**config.mk**
```make
export PLATFORM = sky130hd
export DESIGN_NAME = fpu_arbiter_flat
export DESIGN_NICKNAME = d
export VERILOG_FILES = /design/src/rtl/fpu_arbiter_if.sv /design/src/rtl/fpu_arbiter.sv /design/src/flat_wrapper.sv
export SDC_FILE = /design/constraint.sdc
export NUM_CORES = 1
export LEC_CHECK = 0
export CAP_MARGIN = 10
export CORE_MARGIN = 4
export CORE_UTILIZATION = 36
export CTS_CLUSTER_DIAMETER = 150
export DETAILED_ROUTE_END_ITERATION = 6
export GPL_TIMING_DRIVEN = 0
export PLACE_DENSITY = 0.81
export SETUP_SLACK_MARGIN = 0.3
export SYNTH_ARGS = -nofsm -noshare
export SYNTH_HDL_FRONTEND = slang
export SYNTH_SLANG_ARGS = --single-unit
```
**constraint.sdc**
```tcl
create_clock -name clk -period 2 [get_ports clk]
set_input_delay 0.4 -clock clk [delete_from_list [all_inputs] [get_ports clk]]
set_output_delay 0.4 -clock clk [all_outputs]
set_load 0.1 [all_outputs]
```
**src/rtl/fpu_arbiter_if.sv**
```systemverilog
// Requester/fpu/response bundle of fpu_arbiter.
// slave = arbiter view, master = requesters + fpu + response sink view.
interface fpu_arbiter_if #(
  parameter int unsigned NUM_REQ = 4
);
  localparam int unsigned ID_W = $clog2(NUM_REQ);

  logic [NUM_REQ-1:0]    req_valid_i;
  logic [NUM_REQ-1:0]    req_ready_o;
  logic [4*NUM_REQ-1:0]  req_mode_i;
  logic [16*NUM_REQ-1:0] req_in1_i;
  logic [16*NUM_REQ-1:0] req_in2_i;
  logic [3:0]            fpu_mode_o;
  logic [15:0]           fpu_in1_o;
  logic [15:0]           fpu_in2_o;
  logic [15:0]           fpu_out_i;
  logic                  fpu_overflow_i;
  logic                  rsp_valid_o;
  logic                  rsp_ready_i;
  logic [ID_W-1:0]       rsp_id_o;
  logic [15:0]           rsp_data_o;
  logic                  rsp_overflow_o;
  logic                  rsp_err_o;

  modport slave (
    input  req_valid_i, req_mode_i, req_in1_i, req_in2_i,
    input  fpu_out_i, fpu_overflow_i, rsp_ready_i,
    output req_ready_o, fpu_mode_o, fpu_in1_o, fpu_in2_o,
    output rsp_valid_o, rsp_id_o, rsp_data_o, rsp_overflow_o, rsp_err_o
  );

  modport master (
    output req_valid_i, req_mode_i, req_in1_i, req_in2_i,
    output fpu_out_i, fpu_overflow_i, rsp_ready_i,
    input  req_ready_o, fpu_mode_o, fpu_in1_o, fpu_in2_o,
    input  rsp_valid_o, rsp_id_o, rsp_data_o, rsp_overflow_o, rsp_err_o
  );
endinterface

```
**src/rtl/fpu_arbiter.sv**
```systemverilog
// Round-robin arbiter sharing one bfloat16 fpu among NUM_REQ requesters.
// Optional FPU_ARB_MODE_CHECK_EN: non-one-hot modes answered with qNaN + rsp_err_o.
module fpu_arbiter #(
  parameter int unsigned NUM_REQ = 4,
  parameter int unsigned FPU_LAT = 1
) (
  input logic          clk,
  input logic          rst,
  fpu_arbiter_if.slave io_bus
);
  localparam int unsigned ID_W  = $clog2(NUM_REQ);
  localparam int unsigned IDX_W = ID_W + 1;
  localparam int unsigned CNT_W = (FPU_LAT > 0) ? $clog2(FPU_LAT + 1) : 1;
  localparam logic [15:0] QNAN  = 16'h7FC0;

  typedef enum logic [1:0] {S_IDLE, S_EXEC, S_RESP} state_t;

  state_t           r_state, w_state_nxt;
  logic [ID_W-1:0]  r_rr_ptr, w_grant, w_ptr_nxt;
  logic [IDX_W-1:0] w_idx;
  logic             w_found, w_illegal, w_accept, w_exec_done;
  logic [3:0]       w_sel_mode;
  logic [15:0]      w_sel_in1, w_sel_in2;
  logic [CNT_W-1:0] r_cnt;
  logic [3:0]       r_fpu_mode;
  logic [15:0]      r_fpu_in1, r_fpu_in2;
  logic             r_rsp_valid, r_rsp_ovf, r_rsp_err;
  logic [ID_W-1:0]  r_rsp_id;
  logic [15:0]      r_rsp_data;

  // First valid requester scanning upward from r_rr_ptr with wrap
  always_comb begin
    w_found = 1'b0;
    w_grant = '0;
    w_idx   = '0;
    for (int k = 0; k < int'(NUM_REQ); k++) begin
      w_idx = IDX_W'(r_rr_ptr) + IDX_W'(k);
      if (w_idx >= IDX_W'(NUM_REQ)) w_idx = w_idx - IDX_W'(NUM_REQ);
      if (!w_found && io_bus.req_valid_i[w_idx[ID_W-1:0]]) begin
        w_found = 1'b1;
        w_grant = w_idx[ID_W-1:0];
      end
    end
  end

  assign w_sel_mode = io_bus.req_mode_i[int'(w_grant)*4 +: 4];
  assign w_sel_in1  = io_bus.req_in1_i[int'(w_grant)*16 +: 16];
  assign w_sel_in2  = io_bus.req_in2_i[int'(w_grant)*16 +: 16];
  assign w_ptr_nxt  = (w_grant == ID_W'(NUM_REQ - 1)) ? '0 : w_grant + ID_W'(1);

`ifdef FPU_ARB_MODE_CHECK_EN
  assign w_illegal = !$onehot(w_sel_mode);
`else
  assign w_illegal = 1'b0;
`endif

  assign w_accept    = (r_state == S_IDLE) && w_found;
  assign w_exec_done = (r_state == S_EXEC) && (r_cnt == CNT_W'(FPU_LAT));

  always_ff @(posedge clk) begin
    if (rst) r_state <= S_IDLE;
    else     r_state <= w_state_nxt;
  end

  always_comb begin
    w_state_nxt = r_state;
    case (r_state)
      S_IDLE:  if (w_accept) w_state_nxt = w_illegal ? S_RESP : S_EXEC;
      S_EXEC:  if (w_exec_done) w_state_nxt = S_RESP;
      S_RESP:  if (io_bus.rsp_ready_i) w_state_nxt = S_IDLE;
      default: w_state_nxt = S_IDLE;
    endcase
  end

  // fpu pins double as the operand latch: loaded at accept, cleared on leaving EXEC
  always_ff @(posedge clk) begin
    if (rst) begin
      r_rr_ptr    <= '0;
      r_cnt       <= '0;
      r_fpu_mode  <= 4'h0;
      r_fpu_in1   <= 16'h0000;
      r_fpu_in2   <= 16'h0000;
      r_rsp_valid <= 1'b0;
      r_rsp_id    <= '0;
      r_rsp_data  <= 16'h0000;
      r_rsp_ovf   <= 1'b0;
      r_rsp_err   <= 1'b0;
    end else begin
      case (r_state)
        S_IDLE: begin
          if (w_accept) begin
            r_rr_ptr <= w_ptr_nxt;
            r_rsp_id <= w_grant;
            r_cnt    <= '0;
            if (w_illegal) begin
              r_rsp_valid <= 1'b1;
              r_rsp_data  <= QNAN;
              r_rsp_ovf   <= 1'b0;
              r_rsp_err   <= 1'b1;
            end else begin
              r_fpu_mode <= w_sel_mode;
              r_fpu_in1  <= w_sel_in1;
              r_fpu_in2  <= w_sel_in2;
            end
          end
        end
        S_EXEC: begin
          if (w_exec_done) begin
            r_rsp_valid <= 1'b1;
            r_rsp_data  <= io_bus.fpu_out_i;
            r_rsp_ovf   <= io_bus.fpu_overflow_i;
            r_rsp_err   <= 1'b0;
            r_fpu_mode  <= 4'h0;
            r_fpu_in1   <= 16'h0000;
            r_fpu_in2   <= 16'h0000;
          end else begin
            r_cnt <= r_cnt + CNT_W'(1);
          end
        end
        S_RESP: if (io_bus.rsp_ready_i) r_rsp_valid <= 1'b0;
        default: ;
      endcase
    end
  end

  // Accept strobe is combinational so a requester can handshake in its first valid cycle
  assign io_bus.req_ready_o    = (w_accept && !rst) ? (NUM_REQ'(1) << w_grant) : '0;
  assign io_bus.fpu_mode_o     = r_fpu_mode;
  assign io_bus.fpu_in1_o      = r_fpu_in1;
  assign io_bus.fpu_in2_o      = r_fpu_in2;
  assign io_bus.rsp_valid_o    = r_rsp_valid;
  assign io_bus.rsp_id_o       = r_rsp_id;
  assign io_bus.rsp_data_o     = r_rsp_data;
  assign io_bus.rsp_overflow_o = r_rsp_ovf;
  assign io_bus.rsp_err_o      = r_rsp_err;
endmodule

```
**src/flat_wrapper.sv**
```systemverilog
// flat-port wrapper written by rule: the top's interface ports become plain ports
module fpu_arbiter_flat 
#(
  parameter int unsigned NUM_REQ = 4,
  parameter int unsigned FPU_LAT = 1
)
  (clk, rst, io_bus_req_valid_i, io_bus_req_mode_i, io_bus_req_in1_i, io_bus_req_in2_i, io_bus_fpu_out_i, io_bus_fpu_overflow_i, io_bus_rsp_ready_i, io_bus_req_ready_o, io_bus_fpu_mode_o, io_bus_fpu_in1_o, io_bus_fpu_in2_o, io_bus_rsp_valid_o, io_bus_rsp_id_o, io_bus_rsp_data_o, io_bus_rsp_overflow_o, io_bus_rsp_err_o);
  fpu_arbiter_if #(.NUM_REQ(NUM_REQ)) io_bus_i ();
  input logic clk;
  input logic rst;
  input wire logic [$bits(io_bus_i.req_valid_i)-1:0] io_bus_req_valid_i;
  input wire logic [$bits(io_bus_i.req_mode_i)-1:0] io_bus_req_mode_i;
  input wire logic [$bits(io_bus_i.req_in1_i)-1:0] io_bus_req_in1_i;
  input wire logic [$bits(io_bus_i.req_in2_i)-1:0] io_bus_req_in2_i;
  input wire logic [$bits(io_bus_i.fpu_out_i)-1:0] io_bus_fpu_out_i;
  input wire logic [$bits(io_bus_i.fpu_overflow_i)-1:0] io_bus_fpu_overflow_i;
  input wire logic [$bits(io_bus_i.rsp_ready_i)-1:0] io_bus_rsp_ready_i;
  output wire logic [$bits(io_bus_i.req_ready_o)-1:0] io_bus_req_ready_o;
  output wire logic [$bits(io_bus_i.fpu_mode_o)-1:0] io_bus_fpu_mode_o;
  output wire logic [$bits(io_bus_i.fpu_in1_o)-1:0] io_bus_fpu_in1_o;
  output wire logic [$bits(io_bus_i.fpu_in2_o)-1:0] io_bus_fpu_in2_o;
  output wire logic [$bits(io_bus_i.rsp_valid_o)-1:0] io_bus_rsp_valid_o;
  output wire logic [$bits(io_bus_i.rsp_id_o)-1:0] io_bus_rsp_id_o;
  output wire logic [$bits(io_bus_i.rsp_data_o)-1:0] io_bus_rsp_data_o;
  output wire logic [$bits(io_bus_i.rsp_overflow_o)-1:0] io_bus_rsp_overflow_o;
  output wire logic [$bits(io_bus_i.rsp_err_o)-1:0] io_bus_rsp_err_o;
  assign io_bus_i.req_valid_i = io_bus_req_valid_i;
  assign io_bus_i.req_mode_i = io_bus_req_mode_i;
  assign io_bus_i.req_in1_i = io_bus_req_in1_i;
  assign io_bus_i.req_in2_i = io_bus_req_in2_i;
  assign io_bus_i.fpu_out_i = io_bus_fpu_out_i;
  assign io_bus_i.fpu_overflow_i = io_bus_fpu_overflow_i;
  assign io_bus_i.rsp_ready_i = io_bus_rsp_ready_i;
  assign io_bus_req_ready_o = io_bus_i.req_ready_o;
  assign io_bus_fpu_mode_o = io_bus_i.fpu_mode_o;
  assign io_bus_fpu_in1_o = io_bus_i.fpu_in1_o;
  assign io_bus_fpu_in2_o = io_bus_i.fpu_in2_o;
  assign io_bus_rsp_valid_o = io_bus_i.rsp_valid_o;
  assign io_bus_rsp_id_o = io_bus_i.rsp_id_o;
  assign io_bus_rsp_data_o = io_bus_i.rsp_data_o;
  assign io_bus_rsp_overflow_o = io_bus_i.rsp_overflow_o;
  assign io_bus_rsp_err_o = io_bus_i.rsp_err_o;
  fpu_arbiter #(.NUM_REQ(NUM_REQ), .FPU_LAT(FPU_LAT)) u_core (.clk(clk), .rst(rst), .io_bus(io_bus_i));
endmodule
```
==> flow_summary.rst <==
.. list-table::
   :header-rows: 1

   * - Metric
     - Value
   * - Run status
     - complete, but fails checks
   * - Violations in the final reports
     - negative setup slack
   * - Worst r2r src
     - u_core.r_rr_ptr[1]
   * - Total of warnings raised by yosys
     - 0
   * - Worst EP required
     - 1.60 ns
   * - Mux contribution to synthesized area
     - 0.592%
   * - Critical path start-end classification
     - reg -> out
   * - Count of state elements after synthesis
     - 61
   * - Fraction of layout instances using a drive strength above 1
     - 36.6%
   * - Gate count after technology mapping
     - 458
   * - Portion of total power attributed to sequential cells
     - 25.9%
   * - Routed wire length
     - 15700 µm
   * - Total setup violations reported at the end of the flow
     - 40
   * - Worst hold endpoint
     - u_core.r_rr_ptr[0]
   * - Number of cells traversed by the worst register-to-register path
     - 12
   * - Count of nets after finishing
     - 892
   * - Kind of start point of the critical path
     - flip-flop
   * - Overall die height
     - 105 µm
   * - HPWL Detailed
     - 10400 µm
   * - Diodes inserted
     - 0
   * - Design internal power
     - 3.12 mW
   * - Reg2reg end
     - u_core.io_bus.fpu_in1_o[14]
   * - Class of the tightest hold or removal check
     - in -> reg
   * - Number of DRC violations after detailed routing
     - 0
   * - Power dissipated by switching net loads
     - 2.50 mW
   * - Cell class contributing the biggest share of worst-path delay
     - simple AND/OR/NAND/NOR gates
   * - Measured slew at the worst slew-check pin
     - 0.590 ns
   * - Number of buffers and inverters on the critical path
     - 3
   * - Tightest hold margin
     - 0.302 ns
   * - RSZ-0062 raised after global routing
     - yes
   * - Dominant combinational cell family by area after synthesis
     - compound AO/OA/AOI/OAI gates
   * - Number of antenna violations at the first check in global routing
     - 0
   * - Clock sink count
     - 61
   * - Max-slew violation count
     - 0
   * - Cts-stage hold buffer count
     - 0
   * - Max-capacitance violation count
     - 0
   * - Placeable Area
     - 9200 µm²
   * - Largest net degree at the start of global routing
     - 12
   * - CTS buffer count
     - 9
   * - Critical Path AT
     - 1.96 ns
   * - Relative contribution of the clock network to total power
     - 19.5%
   * - Max H-tree Level
     - 3
   * - Largest voltage drop on the vdd net
     - 0.455 mV
   * - Violation count after the first detailed-routing iteration
     - 150
   * - Mean instance size in the synthesized netlist
     - 7.38 µm²
   * - Pre-antenna DRT Iters
     - 4
   * - Hold Crit Start
     - rst
   * - Count of input and output buffers
     - 226
   * - Post-synthesis share of cell area spent on and, or, nand and nor gates
     - 25.4%
   * - Relative slew slack
     - 60.9%
   * - Maximum cell stage delay along the critical path
     - 0.38 ns
   * - Max Buffers Root-to-Sink
     - 2
   * - Xor/xnor share of the synthesized area
     - 0%
   * - RD Place Congestion
     - 0.842
   * - Post-route antenna net violation count
     - 0
   * - Cell with the largest stage delay on the worst path
     - sky130_fd_sc_hd__dfxtp_4
   * - Final hold vios
     - 0
   * - Fin worst setup slack
     - -0.356 ns
   * - Die Span X
     - 105 µm
   * - Synth cell types
     - 30
   * - Number of primary I/O pins
     - 229
   * - Period utilisation layout
     - 118%
   * - Net switching share of the total power
     - 44.5%
   * - Synth Area in Adders
     - 1.48%
   * - Wire length of the first global-routing pass
     - 23500 µm
   * - Clock tree root buffer cell
     - sky130_fd_sc_hd__clkbuf_8
   * - Power Total
     - 5.62 mW
   * - Total area of multi-input combinational cells
     - 2420 µm²
   * - Worst clock skew
     - 0.0142 ns
   * - Sequence of cells on the critical path
     - or3b_4 > o221a_4 > buf_12 > buf_12 > ha_4 > and2_4 > buf_12
   * - Register Area
     - 1230 µm²
   * - Rows
     - 35
   * - Clock tree from TritonCTS
     - done
   * - Peak clock frequency supported by timing
     - 425 MHz
   * - Effective utilization at floorplan
     - 36.8%
   * - Crit path max fanout
     - 6
   * - Via count of the first global-routing pass
     - 4680
   * - Congestion Overflow GR
     - 0
   * - Number of fill cells in the layout
     - 642
   * - Worst setup EP type
     - output port
   * - Leakage power
     - 3.06 nW
   * - Detail-routed net length per standard cell
     - 18.8 µm
   * - P&R area growth vs syn
     - 109%
   * - Fin crit period
     - 2.36 ns
   * - Total power density per cell area
     - 795 nW/µm²
   * - Via density
     - 5.29
   * - Worst hold path cell count
     - 2
   * - Cell occurring most often along the worst timing path
     - sky130_fd_sc_hd__buf_12
   * - Via count
     - 4426
   * - Pre-CTS setup slack
     - -1.67 ns
   * - GRT Util Overall
     - 26.5%
   * - Part of the total power dissipated in combinational logic
     - 54.6%
   * - Die Footprint
     - 11000 µm²
   * - Post-synthesis sequential area ratio
     - 36.1%
   * - Worst-path clk slew
     - 0.08 ns
   * - Number of nets in the synthesized netlist
     - 630
   * - Worst-Skew Late Latency
     - 0.33 ns
   * - Cell area after synthesis
     - 3380 µm²
   * - R2r setup slk
     - -0.29 ns
   * - Synthesized-area fraction occupied by ao, oa, aoi and oai cells
     - 29.3%
-- synth_stat cells, drive strengths merged --
| library cell | number | area [µm²] |
|---|---|---|
| and2 | 5 | 31.3 |
| nand2 | 184 | 691 |
| nor2b | 1 | 6.26 |
| or2 | 2 | 12.5 |
| a21boi | 1 | 7.51 |
| mux2i | 2 | 20.0 |
| a211oi | 1 | 7.51 |
| inv | 6 | 22.5 |
| a211o | 36 | 315 |
| or3b | 2 | 17.5 |
| a221oi | 1 | 15.0 |
| nor4 | 2 | 42.5 |
| o21ai | 3 | 18.8 |
| a21oi | 100 | 617 |
| buf | 28 | 194 |
| dfxtp | 61 | 1220 |
| nor3 | 2 | 10.0 |
| conb | 1 | 3.75 |
| ha | 4 | 50.1 |
| clkbuf | 5 | 18.8 |
| or3 | 1 | 6.26 |
| o221a | 1 | 11.3 |
| nor2 | 6 | 22.5 |
| nand2b | 3 | 18.8 |
-- power by group through the flow --
| stage | Clock, mW | Combinational (mW) | Sequential, mW |
|---|---|---|---|
| 2_1_floorplan | 0 | 0.762 | 2.40 |
| 3_3_place_gp | 0 | 2.47 | 1.46 |
| 3_5_place_dp | 0 | 2.50 | 1.47 |
| 4_1_cts | 1.12 | 2.91 | 1.45 |
| 5_1_grt | 1.17 | 3.20 | 1.47 |
| 6_report | 1.10 | 3.07 | 1.45 |
-- layout make-up --
cell class	instances	share of cell area [%]
tap	111	1.96
inverter	6	0.425
clock buffer	12	2.05
timing repair buffer	250	38.4
buffer	33	4.72
multi-input combinational	358	34.2
timing repair inverter	1	0.0885
clock inverter	4	0.672
sequential	61	17.4
-- sequential cells by signal, summed over array words and instances, names as in the netlist --
signal,flops
u_core.r_state,2
u_core.io_bus.rsp_id_o,2
u_core.io_bus.fpu_mode_o,4
u_core.io_bus.fpu_in1_o,16
u_core.io_bus.fpu_in2_o,16
u_core.r_rr_ptr,2
u_core.io_bus.rsp_valid_o,1
u_core.io_bus.rsp_data_o,16
u_core.io_bus.rsp_overflow_o,1
u_core.r_cnt,1
-- metal layers --
layer | vias to the layer above | part of all wire (%) | GRT usage (%)
met4 | 0 | 4.0 | 11.6
met2 | 223 | 51 | 48.5
met5 | - | 0 | 0
met1 | 2087 | 36 | 26.9
met3 | 46 | 9.0 | 9.45
li1 | 2070 | - | -
-- placed cells by master, fill, tap and decap left out, drive strengths merged, types with 3 or more instances in the layout --
| cell type | netlist | layout |
|---|---|---|
| o21ai | 3 | 3 |
| dfxtp | 61 | 61 |
| and2 | 5 | 5 |
| buf | 28 | 59 |
| nor2 | 6 | 6 |
| ha | 4 | 4 |
| a211o | 36 | 36 |
| a21oi | 100 | 100 |
| clkdlybuf4s15 | 0 | 55 |
| nand2b | 3 | 3 |
| inv | 6 | 7 |
| clkbuf | 5 | 17 |
| clkdlybuf4s50 | 0 | 162 |
| nand2 | 184 | 184 |
-- worst max-delay path by stage --
stage	startpoint	to	cells past startpoint
3_5_place_dp	io_bus_req_valid_i[2]	io_bus_req_ready_o[2]	8
4_1_cts	u_core.r_rr_ptr[1]	io_bus_req_ready_o[2]	7
6_report	u_core.r_rr_ptr[1]	io_bus_req_ready_o[1]	7
5_1_grt	u_core.r_rr_ptr[1]	io_bus_req_ready_o[1]	7
2_1_floorplan	io_bus_req_valid_i[1]	io_bus_req_ready_o[0]	6
3_3_place_gp	io_bus_req_valid_i[2]	io_bus_req_ready_o[2]	8
-- cell families (layout without fill, tap and decap cells) --
logic type	count (synthesis)	count (layout)
adders and majority gates	4	4
buffers and inverters	39	306
muxes	2	2
other	1	1
and+or+nand+nor	208	208
DFF	61	61
AOI/OAI and AO/OA	143	143
-- worst reg2reg max path: cells and delay by family, from the launching register on --
family                 cells  cell delay [ns]
buffers and inverters      7             0.89
AO/OA/AOI/OAI              3             0.47
flip-flops                 1             0.38
AND/OR/NAND/NOR            2             0.43
-- through the flow --
step / instance area (µm²) / cells / util, % / setup TNS [ns]
floorplan: 3490 / 458 / - / 0
global placement: 5900 / 795 / 64.1 / -26.84
detailed placement: 5900 / 795 / 64.1 / -27.91
CTS: 6860 / 830 / 74.6 / -7.58
global route: 7070 / 836 / 76.9 / -10.84
finish: 7070 / 836 / 76.9 / -8.81
-- timing repair --
action | in CTS | in global routing
setup endpoints to repair | 109 | 54
cloned | 7 | 1
buffers inserted | 12 | 5
gates resized for setup | 339 | 51
pin swaps | 46 | 29
Power figures use the tool's default switching activity.
